## src/rtl/ddr_rd_burst_ctrl.sv

```systemverilog
// Fetches a frame from DDR as fixed-length AXI read bursts into a write-side FIFO.
// Optional burst-length checker enabled by defining DDR_RD_BURST_CHK_EN.
module ddr_rd_burst_ctrl #(
    parameter int ADDR_WIDTH       = 28,
    parameter int DATA_WIDTH       = 256,
    parameter int BURST_LEN        = 16,
    parameter int FIFO_DEPTH_WIDTH = 8,
    parameter int FRAME_BEATS      = 57600,
    parameter logic [ADDR_WIDTH-1:0] BASE_ADDR = '0
) (
    input  logic                        clk,
    input  logic                        rst_n,
    input  logic                        frame_start,
    output logic [ADDR_WIDTH-1:0]       axi_araddr,
    output logic [7:0]                  axi_arlen,
    output logic                        axi_arvalid,
    input  logic                        axi_arready,
    input  logic [DATA_WIDTH-1:0]       axi_rdata,
    input  logic                        axi_rvalid,
    input  logic                        axi_rlast,
    output logic                        axi_rready,
    output logic [DATA_WIDTH-1:0]       fifo_wr_data,
    output logic                        fifo_wr_en,
    input  logic                        fifo_wr_full,
    input  logic [FIFO_DEPTH_WIDTH:0]   fifo_wr_water_level,
    output logic                        busy,
    output logic                        frame_done,
    output logic                        burst_err
);

    localparam int BL_W   = $clog2(FRAME_BEATS + 1);
    localparam int FREE_W = FIFO_DEPTH_WIDTH + 2;

    localparam logic [BL_W-1:0]       FRAME_BEATS_L = BL_W'(FRAME_BEATS);
    localparam logic [BL_W-1:0]       BURST_LEN_L   = BL_W'(BURST_LEN);
    localparam logic [ADDR_WIDTH-1:0] ADDR_INC      = ADDR_WIDTH'(BURST_LEN * DATA_WIDTH / 8);
    localparam logic [FREE_W-1:0]     FIFO_DEPTH_L  = FREE_W'(2 ** FIFO_DEPTH_WIDTH);
    localparam logic [FREE_W-1:0]     BURST_FREE    = FREE_W'(BURST_LEN);

    typedef enum logic [1:0] {
        IDLE,
        WAIT_SPACE,
        ADDR,
        DATA
    } state_t;

    state_t                  state_reg;
    logic [ADDR_WIDTH-1:0]   addr_reg;
    logic [BL_W-1:0]         beats_left_reg;
    logic                    pending_reg;
    logic                    busy_reg;
    logic                    frame_done_reg;

    logic [FREE_W-1:0]       free_space;
    logic                    space_ok;
    logic                    beat_acc;
    logic                    burst_end;
    logic                    restart;
    logic                    last_burst;

    // Free space is computed one bit wider than the level so a full FIFO yields zero, not a wrap.
    assign free_space = FIFO_DEPTH_L - {1'b0, fifo_wr_water_level};
    assign space_ok   = (free_space >= BURST_FREE);

    assign axi_arvalid  = (state_reg == ADDR);
    assign axi_araddr   = axi_arvalid ? addr_reg : '0;
    assign axi_arlen    = 8'(BURST_LEN - 1);
    assign axi_rready   = (state_reg == DATA) && !fifo_wr_full;
    assign beat_acc     = axi_rvalid && axi_rready;
    assign fifo_wr_en   = beat_acc;
    assign fifo_wr_data = (state_reg == DATA) ? axi_rdata : '0;

    assign busy       = busy_reg;
    assign frame_done = frame_done_reg;

    // A restart request seen on the closing beat itself is honoured just like a latched one.
    assign restart    = pending_reg || frame_start;
    assign last_burst = (beats_left_reg <= BURST_LEN_L);

`ifdef DDR_RD_BURST_CHK_EN
    logic [8:0] beat_cnt_reg;
    logic       burst_err_reg;
    logic       cnt_at_end;

    assign cnt_at_end = (beat_cnt_reg == 9'(BURST_LEN - 1));
    // A misplaced or missing rlast still closes the burst so the FSM never stalls.
    assign burst_end  = beat_acc && (axi_rlast || cnt_at_end);
    assign burst_err  = burst_err_reg;

    always_ff @(posedge clk or negedge rst_n) begin
        if (!rst_n) begin
            beat_cnt_reg  <= '0;
            burst_err_reg <= 1'b0;
        end else begin
            if (state_reg == ADDR) begin
                beat_cnt_reg <= '0;
            end else if (beat_acc) begin
                beat_cnt_reg <= beat_cnt_reg + 9'd1;
            end
            if (beat_acc && (axi_rlast != cnt_at_end)) begin
                burst_err_reg <= 1'b1;
            end
        end
    end
`else
    assign burst_end = beat_acc && axi_rlast;
    assign burst_err = 1'b0;
`endif

    always_ff @(posedge clk or negedge rst_n) begin
        if (!rst_n) begin
            state_reg      <= IDLE;
            addr_reg       <= BASE_ADDR;
            beats_left_reg <= '0;
            pending_reg    <= 1'b0;
            busy_reg       <= 1'b0;
            frame_done_reg <= 1'b0;
        end else begin
            frame_done_reg <= 1'b0;
            case (state_reg)
                IDLE: begin
                    pending_reg <= 1'b0;
                    if (frame_start) begin
                        addr_reg       <= BASE_ADDR;
                        beats_left_reg <= FRAME_BEATS_L;
                        busy_reg       <= 1'b1;
                        state_reg      <= WAIT_SPACE;
                    end
                end
                WAIT_SPACE: begin
                    if (frame_start) begin
                        pending_reg <= 1'b1;
                    end
                    if (space_ok) begin
                        state_reg <= ADDR;
                    end
                end
                ADDR: begin
                    if (frame_start) begin
                        pending_reg <= 1'b1;
                    end
                    if (axi_arready) begin
                        state_reg <= DATA;
                    end
                end
                DATA: begin
                    if (burst_end) begin
                        frame_done_reg <= last_burst;
                        if (restart) begin
                            addr_reg       <= BASE_ADDR;
                            beats_left_reg <= FRAME_BEATS_L;
                            pending_reg    <= 1'b0;
                            state_reg      <= WAIT_SPACE;
                        end else if (last_burst) begin
                            addr_reg       <= addr_reg + ADDR_INC;
                            beats_left_reg <= '0;
                            busy_reg       <= 1'b0;
                            state_reg      <= IDLE;
                        end else begin
                            addr_reg       <= addr_reg + ADDR_INC;
                            beats_left_reg <= beats_left_reg - BURST_LEN_L;
                            state_reg      <= WAIT_SPACE;
                        end
                    end else if (frame_start) begin
                        pending_reg <= 1'b1;
                    end
                end
                default: begin
                    state_reg <= IDLE;
                end
            endcase
        end
    end

endmodule

```

## config.mk

```make
export PLATFORM = sky130hd
export DESIGN_NAME = ddr_rd_burst_ctrl
export DESIGN_NICKNAME = d
export VERILOG_FILES = /design/src/rtl/ddr_rd_burst_ctrl.sv
export SDC_FILE = /design/constraint.sdc
export NUM_CORES = 1
export LEC_CHECK = 0
export CAP_MARGIN = 20
export CORE_AREA = 2 2 221 223
export CTS_CLUSTER_DIAMETER = 120
export CTS_CLUSTER_SIZE = 10
export DETAILED_ROUTE_END_ITERATION = 8
export DIE_AREA = 0 0 223 225
export GPL_TIMING_DRIVEN = 0
export PLACE_DENSITY_LB_ADDON = 0.05
export SLEW_MARGIN = 5
export SYNTH_ARGS = -nofsm -noshare
export SYNTH_HDL_FRONTEND = slang
export SYNTH_SLANG_ARGS = --single-unit
```

## constraint.sdc

```tcl
create_clock -name clk -period 2.16 [get_ports clk]
set_input_delay 0.432 -clock clk [delete_from_list [all_inputs] [get_ports clk]]
set_output_delay 0.432 -clock clk [all_outputs]
set_load 0.02 [all_outputs]
```

==> run summary, run 1 <==
The run finished, with violations left. The final reports fail on setup timing. For this configuration, the core starts out at a cell density of 8.56%.

Summed over all layers, the global routing overflow is 0. The fraction of the cycle the final worst path needs is 101%, and the via count of the first global-routing pass is 6,174. Cells fill 24.2% of the core in the end. Die area: 50,200 sq um.

The largest stage delay on the critical path came out at 0.44 ns. The post-CTS clock slew at the launch and capture registers of the worst setup and hold paths is 0.06 ns. For the violation count after the first detailed-route iteration, the log shows 268. The total placed instance area was 10,400 sq um. Data on the critical path arrives at its endpoint at 1.75 ns.

Dividing the detail-routed wire length by the instance count gives 26.4 um. The dominant register cell in the synthesized netlist was sky130_fd_sc_hd__dfrtp_1. The area growth from synthesis to layout is 183%. The largest net degree at the start of global routing is 22, and the number of antenna violations at the first check in global routing is 35.

In the layout the commonest cells are sky130_fd_sc_hd__clkdlybuf4s50_1 (273), sky130_fd_sc_hd__buf_6 (166), sky130_fd_sc_hd__and2_1 (164). The signal on the critical path passes through ha_4, clkbuf_16, clkbuf_16, clkbuf_16, and2_4, buf_6. The data required time at the worst endpoint came out at 1.73 ns.

For this run, design rule violations remaining after detail routing come to 0. For the worst max-slew margin expressed relative to the limit, the log shows 57.7%. VDD sags by at most 346 uV.

The register-to-register path setup slack was 0.08 ns. In this run, synthesis inferred 0 flip-flops with an integrated enable. The congestion estimate from routability-driven global placement came to 0.860. No sink is reached through more buffers than the 2 on the longest clock path.

The first global-routing pass estimated 59,500 um of wire. Dividing total power by cell area gives a power density of 1140 nW/um^2. Worst slack on hold paths: 0.0954 ns. The run gives 1,428 as the net total in the final layout. The static power due to leakage is 5.20 nW, and the total via count in the routed design is 6,183. The most common cell after layout, fill and taps aside is sky130_fd_sc_hd__clkdlybuf4s50_1. The post-synth design cell area came out at 4070 sq um. For this run, the register share of the synthesized area comes to 22.1%.

Of all nets on the critical path, the largest fanout is 8. The flip-flop count of the largest register, all copies and words added was 19; the total length of routed wires was 46,800 um. Largest delay contributor family on the critical path: buffers and inverters.

The clock net in this run drives a total of 36 sinks. For the final database, setup skew stands at 0.00897 ns. The shortest clock period the worst path allows after layout is 2.18 ns, and the number of port buffers is 551.

Transition time at the pin with the least slew margin: 0.631 ns. The run gives 0 as the max-capacitance violation count. Synthesis instantiated 52 different standard cells from the library. The logs give 2 for the H-tree level count and 3 for the setup violation total in the final timing report.

Once detailed placement completed, the half-perimeter wirelength came to 42,000 um. The setup path with the least slack is of type flip-flop to output port. The first TritonRoute pass finished after 4 iterations. Averaged over all synthesized cells, the footprint is 7.37 sq um.

The logs give 5 for the TritonCTS buffer count and 0 for the final antenna-violating net count. The most numerous cell type found on the critical path is sky130_fd_sc_hd__clkbuf_16. For the combined global-route utilization of all metal layers, the log shows 17.5%.

The peak clock frequency supported by timing came out at 0.459 GHz. In the routed layout, each cell is associated on average with a via count of 3.49. The cell at the root of the clock tree was sky130_fd_sc_hd__clkbuf_16. The critical path's slowest cell was sky130_fd_sc_hd__dfrtp_2. The post-route netlist has 43.0% of its cells at a drive strength greater than 1.

Synthesis inferred 36 register bits. The horizontal extent of the die was 223 um. The path class of the tightest hold or removal check is input pin to async pin.

The run gives 0 as the count of warnings emitted by yosys. The number of buffers and inverters on the critical path was 4; the post-cts hold buffer count was 0. The worst setup path is captured at an output port.

The tools report the number of placement rows as 80. The tools report the launching element type of the critical path as a flip-flop. For the hold violation total from the final report, the log shows 0.

Setup repair after global routing could not meet its margin everywhere. The die extent in y is 225 um. TritonCTS built the clock tree. For this design the top-level I/O count stands at 570. The core region is 47,500 sq um.

The run gives -0.0179 ns as the worst setup slack after layout. The max-slew violation total from the final report came out at 0. Of all flip-flops after synthesis, the portion carrying an async set or reset was 100%. Clock latency on the worst-skew pair, taken at its later pin, is 0.29 ns. The finished cells cover 11,500 sq um. The synthesized instance count is 552.
-- routing by layer --
metal,share of wire [%],global-route usage (%)
met1,42,21.9
met2,46,28.2
met3,11,8.70
met4,0.64,1.04
met5,0.66,0
-- repair_timing --
action / CTS / global route
setup buffers: 4 / 3
gates resized for setup: 1486 / 329
endpoints found under the setup margin: 310 / 300
pin swaps: 3 / 4
gates cloned: 1 / 16
-- cell type report --
type	count	area, sq um
Antenna cell	7	17.5
Clock buffer	6	139
Tap cell	615	769
Timing Repair Buffer	576	5680
Buffer	57	687
Multi-Input combinational cell	467	3270
Inverter	6	22.5
Clock inverter	2	10.0
Sequential cell	36	903
Fill cell	5258	36000
-- power breakdown --
part	switching, W	internal (W)
combinational	0.00592	0.00553
clock	0.000299	0.000455
sequential	0.000136	0.000790
-- through the flow --
stage / cells / total power, W / TNS (ns) / setup slack, ns
detailed placement: 1735 / 0.0102 / -319.92 / -1.48
CTS: 1747 / 0.0114 / -2.31 / -0.0917
finish: 1772 / 0.0131 / -0.0351 / -0.0179
global placement: 1734 / 0.0103 / -343.18 / -1.47
floorplan: 568 / 0.00507 / 0 / 0.136
global route: 1765 / 0.0138 / -1.85 / -0.0803
-- cells by family (layout without fill, tap and decap cells) --
group | after synthesis | in the layout | share of synthesized area [%]
fa+ha+maj | 7 | 7 | 2.15
mux | 2 | 2 | 0.523
other cells | 2 | 25 | 0.185
simple gates | 367 | 367 | 54.8
compound gates | 66 | 66 | 11.0
xor+xnor | 7 | 7 | 1.51
buf+inv | 65 | 647 | 7.72
flops | 36 | 36 | 22.1
-- worst paths after layout --
| path | start | end | cells after the start |
|---|---|---|---|
| min reg2reg | addr_reg[16] | addr_reg[16] | 1 |
| min in group clk | addr_reg[16] | addr_reg[16] | 1 |
| min | rst_n | addr_reg[16] | 1 |
| max reg2reg | state_reg[1] | beats_left_reg[6] | 8 |
| max | state_reg[1] | fifo_wr_data[232] | 6 |
| max in group asynchronous | rst_n | beats_left_reg[10] | 2 |
-- cells in the mapped netlist, types with 2 or more instances --
cell                       number  area [sq um]
sky130_fd_sc_hd__a21o_1         2          15.0
sky130_fd_sc_hd__a21oi_1        5          25.0
sky130_fd_sc_hd__a31oi_1        6          37.5
sky130_fd_sc_hd__a41oi_1        3          26.3
sky130_fd_sc_hd__and2_1       279          1750
sky130_fd_sc_hd__and3_1         2          12.5
sky130_fd_sc_hd__and4_1         2          17.5
sky130_fd_sc_hd__buf_2          2          10.0
sky130_fd_sc_hd__buf_4         18           135
sky130_fd_sc_hd__clkbuf_1      39           146
sky130_fd_sc_hd__conb_1         2          7.51
sky130_fd_sc_hd__dfrtp_1       36           901
sky130_fd_sc_hd__ha_1           7          87.6
sky130_fd_sc_hd__inv_1          6          22.5
sky130_fd_sc_hd__nand2_1       20          75.1
sky130_fd_sc_hd__nand3_1       11          55.1
sky130_fd_sc_hd__nand3b_1       2          15.0
sky130_fd_sc_hd__nand4_1        9          56.3
sky130_fd_sc_hd__nor2_1        18          67.6
sky130_fd_sc_hd__nor2b_1        3          18.8
sky130_fd_sc_hd__nor3_1         4          20.0
sky130_fd_sc_hd__nor3_4         2          32.5
sky130_fd_sc_hd__nor4_1         4          25.0
sky130_fd_sc_hd__nor4b_1        2          17.5
sky130_fd_sc_hd__o211ai_1       3          22.5
sky130_fd_sc_hd__o21a_1         2          15.0
sky130_fd_sc_hd__o21ai_0       13          65.1
sky130_fd_sc_hd__o21ai_1       14          70.1
sky130_fd_sc_hd__o311ai_1       2          17.5
sky130_fd_sc_hd__o31ai_1        3          22.5
sky130_fd_sc_hd__o41ai_1        4          35.0
sky130_fd_sc_hd__or4_1          2          15.0
sky130_fd_sc_hd__xor2_1         6          52.6
Note: power is estimated with default switching activity, not from simulation.
==> run 2: changes to the inputs <==
- SLEW_MARGIN: 5 -> 10
==> results of run 2 <==
The final DEF is identical to that of run 1; final timing and power are the same.
==> RTL change 1, RTL diff (config.mk and constraints of run 1) <==
The option `DDR_RD_BURST_CHK_EN` is turned on by a define.
--- a/src/rtl/ddr_rd_burst_ctrl.sv
+++ b/src/rtl/ddr_rd_burst_ctrl.sv
@@ -1,5 +1,7 @@
 // Fetches a frame from DDR as fixed-length AXI read bursts into a write-side FIFO.
 // Optional burst-length checker enabled by defining DDR_RD_BURST_CHK_EN.
+`define DDR_RD_BURST_CHK_EN
+
 module ddr_rd_burst_ctrl #(
     parameter int ADDR_WIDTH       = 28,
     parameter int DATA_WIDTH       = 256,
Check against the original RTL: not equivalent (a bounded check fails within 10 cycles, from zero or initial values and one cycle with rst_n low).
==> RTL change 1 against run 1 <==
The flow still finishes with violations (negative setup slack); die area unchanged; sequential cell count increased by 10; sequential power increased by 29%; wire length decreased by 1.4%; count of clock-buffer cells in the layout unchanged; area after synthesis increased by 11%; design area increased by 14%; sequential share of layout area increased by 0.94 points; total power increased by 21%; worst setup slack got worse by 0.19 ns; clock power increased by 5.2%; non-clock buffer count increased by 34; critical endpoint is now addr_reg[24].
==> RTL change 1: results (changes against run 1) <==
[setup_path]
cp.arrival_ns = 2.54  ; +0.79 ns
regToRegEndpoint = addr_reg[24]
critPathMaxFanout = 6  ; -2
crit_path_top_delay_cell = or3b_4
cp-end-kind = flip-flop
r2r_start = beat_cnt_reg[0]
path_delay_family = simple AND/OR/NAND/NOR gates

[sta]
worstMarginPinSlew_ns = 1.07  ; +0.438 ns
clock_skew_ns = 0.00436  ; -0.00461 ns
finalSetupViolCount = 124  ; +121
setup_tns_ns = -8.43  ; -8.40 ns
holdWs_ns = 0.144  ; +0.0481 ns
layout_setup_ws_ns = -0.209  ; -0.191 ns

[routing]
drt-wirelength-per-cell_um = 24.9  ; -5.9%
drt-met1-wl_mm = 17.0  ; -15%
drt_iter0_drc = 259  ; -3.4%

[power_and_ir_drop]
pwr-share-clk_pct = 5.0  ; -0.7 points
power.density_mw_per_mm2 = 1210  ; +6.3%
peakVddDrop_mv = 0.400  ; +16%
p_leak_nw = 5.92  ; +14%
p_switching_mw = 7.07  ; +11%

[placed_design]
place_hpwl_mm = 39.7  ; -5.4%
dpl.cell_count = 1787  ; +3.0%
portBuffers = 552  ; +0.18%
dpl_cell_area_mm2 = 0.0109  ; +4.9%
gp_congestion = 0.811  ; -5.7%

[grt]
grt_usage_pct = 16.8  ; -0.66 points
antenna_found_initial = 25  ; -29%
grt_pass1_vias = 6643  ; +7.6%
grt_max_degree = 26  ; +18%
use_met1_pct = 18.3  ; -3.5 points
use_met2_pct = 31.5  ; +3.2 points
met3_usage_pct = 6.70  ; -2.0 points
grt_pass1_wl_mm = 57.9  ; -2.6%

[clocking]
cts_setup_buffers = 19  ; +15
cts.repair.resized = 1576  ; +6.1%

[yosys]
synth_area_leaders = and2_1 38%, dfrtp_1 25%, o21ai_0 3.8%
ys_top_cells_by_count = 275 x and2_1, 46 x dfrtp_1, 39 x clkbuf_1
ys_types = 51  ; -1.9%
postSynthAreaPerCell_um2 = 7.48  ; +1.6%

[cells_and_area]
final_layout_size_suffix_gt1_share_pct = 52.4  ; +9.4 points

[status]
status = finished with violations
violations = negative setup slack

RTL change 1: cell count changes in the layout (fill, tap and decap cells not counted), moves of 8 or more:
cell       before  now
and2_1        164   77
and2_4        115  198
buf_2          81   57
buf_4          41   49
buf_6         166  210
buf_8          19   28
clkbuf_16      20   30
dfrtp_1        34   45
o21ai_0        13    4
o21ai_2         0   11
RTL change 1: area by class of cell:
type | instances | area, µm²
fillers | 5212 | 34400
diodes | 8 | 20.0
clock buffers | 6 | 139
well taps | 615 | 769
flip-flops and latches | 46 | 1150
multi-input cells | 506 | 3860
repair buffers | 614 | 6440
plain buffers | 53 | 673
inverters | 9 | 33.8
RTL change 1: cell families after synthesis:
logic type,count (synthesis),share of synthesized area [%]
multiplexers,3,0.692
adder cells (fa/ha/maj),9,2.49
XOR/XNOR,14,2.71
AND/OR/NAND/NOR,395,52.3
AO/OA/AOI/OAI,68,9.19
buffers and inverters,67,7.03
flip-flops,46,25.5
other,2,0.166
==> RTL change 2, RTL diff (flow settings as in run 1) <==
Without the edit above. The 4 states of `state_t` get a Gray code encoding in 2 bits.
--- a/src/rtl/ddr_rd_burst_ctrl.sv
+++ b/src/rtl/ddr_rd_burst_ctrl.sv
@@ -38,10 +38,10 @@
     localparam logic [FREE_W-1:0]     BURST_FREE    = FREE_W'(BURST_LEN);
 
     typedef enum logic [1:0] {
-        IDLE,
-        WAIT_SPACE,
-        ADDR,
-        DATA
+        IDLE       = 2'b00,
+        WAIT_SPACE = 2'b01,
+        ADDR       = 2'b11,
+        DATA       = 2'b10
     } state_t;
 
     state_t                  state_reg;
Check against the original RTL: no difference found for any inputs over 4 cycles, from zero or initial values and one cycle with rst_n low; so few cycles prove little.
==> RTL change 2 against run 1 <==
The flow still finishes with violations (negative setup slack); clock skew fell by 0.0050 ns; via count is 0.60% higher; design area about the same; utilization about the same; die area did not move; sequential power down 2%; critical path depth increased by 3; area after synthesis shrank 2.6%; clock power is 11% higher; wire length down 5.7%; sequential cell count stayed put; worst setup slack worse by 0.12 ns; total power up 8.4%; critical path type unchanged.
==> RTL change 2: results (changes against run 1) <==
[sta]
finalSetupViolCount = 97  ; +94
clock_skew_ns = 0.00401  ; -0.00496 ns
worstMarginPinSlew_ns = 0.670  ; +0.0396 ns
layout_setup_ws_ns = -0.138  ; -0.121 ns

[power_and_ir_drop]
p_leak_nw = 5.50  ; +5.8%
peakVddDrop_mv = 0.478  ; +38%

[grt]
grt_pass1_vias = 6482  ; +5.0%
antenna_found_initial = 15  ; -57%
grt_usage_pct = 16.4  ; -1.1 points
grt_pass1_wl_mm = 55.6  ; -6.5%
grt_max_degree = 22  ; unchanged

[routing]
drt-wirelength-per-cell_um = 24.6  ; -7.0%
viasPerCell = 3.46  ; -0.86%
drt_iter0_drc = 161  ; -40%
first_pass_iters = 4  ; unchanged

[setup_path]
max_stage_delay_ns = 0.39  ; -0.05 ns
cp.arrival_ns = 1.87  ; +0.12 ns
critPathMaxFanout = 5  ; -3
crit_path_top_delay_cell = dfrtp_1
path_delay_family = buffers and inverters
reg2regPathDepth = 6  ; -2

[yosys]
syn_inst = 563  ; +2.0%
seq_area_frac_synth_pct = 22.7  ; +0.59 points
synthArstFlopShare_pct = 100  ; unchanged
yosys_warnings = 0  ; unchanged
synth_ff_type = dfrtp_1
ys_types = 39  ; -25%
ys_top_cells_by_count = 257 x and2_1, 38 x clkbuf_1, 36 x dfrtp_1
synth_area_leaders = and2_1 41%, dfrtp_1 23%, o21ai_0 3.9%

[cells_and_area]
stdcell_count = 1798  ; +1.5%
final_layout_size_suffix_gt1_share_pct = 42.8  ; -0.14 points
fill_cells = 5296  ; +0.72%
fin_nets = 1451  ; +1.6%

[status]
status = finished with violations
violations = negative setup slack

[placed_design]
dp_slack_ns = -1.60  ; -0.118 ns
dpl_cell_area_mm2 = 0.0103  ; -1.0%
gp_congestion = 0.806  ; -6.2%
dpl.cell_count = 1746  ; +0.63%
place_hpwl_mm = 39.6  ; -5.6%

[clocking]
insertion_delay_ns = 0.28

[min_path]
hp-class = in2async

RTL change 2: stage by stage:
step	utilization, %	TNS [ns]	hold slack, ns
3_5_place_dp	21.7	-366.30	0.395
3_3_place_gp	21.7	-385.49	0.524
2_1_floorplan	-	0	0.136
5_1_grt	24.2	-11.44	0.113
4_1_cts	24.1	-38.37	0.0959
6_report	24.2	-4.09	0.0833
RTL change 2: worst paths after layout:
check	startpoint	end	slack, ns
max	state_reg[1]	fifo_wr_data[174]	-0.14
min	rst_n	frame_done	0.08
max reg2reg	state_reg[0]	beats_left_reg[11]	0.05
min reg2reg	beats_left_reg[9]	beats_left_reg[9]	0.53
max in group asynchronous	rst_n	addr_reg[25]	1.60
min in group clk	beats_left_reg[9]	beats_left_reg[9]	0.53
RTL change 2: kinds of logic after synthesis:
group	after synthesis	synth area share (%)
simple gates	389	57.9
compound gates	65	9.50
buf+inv	64	7.80
flops	36	22.7
xor+xnor	4	0.884
fa+ha+maj	3	0.947
other cells	2	0.190
RTL change 2: power by group:
part           switching, mW  internal, mW  leakage (nW)
clock network          0.290         0.543        0.0809
registers              0.120         0.790         0.470
logic                   6.29          6.20          4.95
total                   6.70          7.53          5.50
RTL change 2: final cells by class:
class | instances | area share (%)
Timing Repair Buffer | 592 | 50.4
Multi-Input combinational cell | 479 | 27.8
Sequential cell | 36 | 7.84
Tap cell | 615 | 6.70
Buffer | 56 | 5.51
Clock buffer | 6 | 1.12
Clock inverter | 2 | 0.305
Inverter | 6 | 0.196
Antenna cell | 6 | 0.131
RTL change 2: per-layer routing:
| metal | routed length (µm) | GRT usage (%) | vias up |
|---|---|---|---|
| li1 | - | - | 3035 |
| met1 | 13900 | 14.3 | 2836 |
| met2 | 25900 | 34.9 | 309 |
| met3 | 3100 | 5.01 | 40 |
| met4 | 1280 | 4.91 | 0 |
| met5 | 0 | 0 | - |
RTL change 2: timing repair:
item,in CTS,in global routing
resized for setup,1339,482
endpoints found under the setup margin,312,307
buffers inserted,14,13
pin swaps,57,21
cloned,12,3
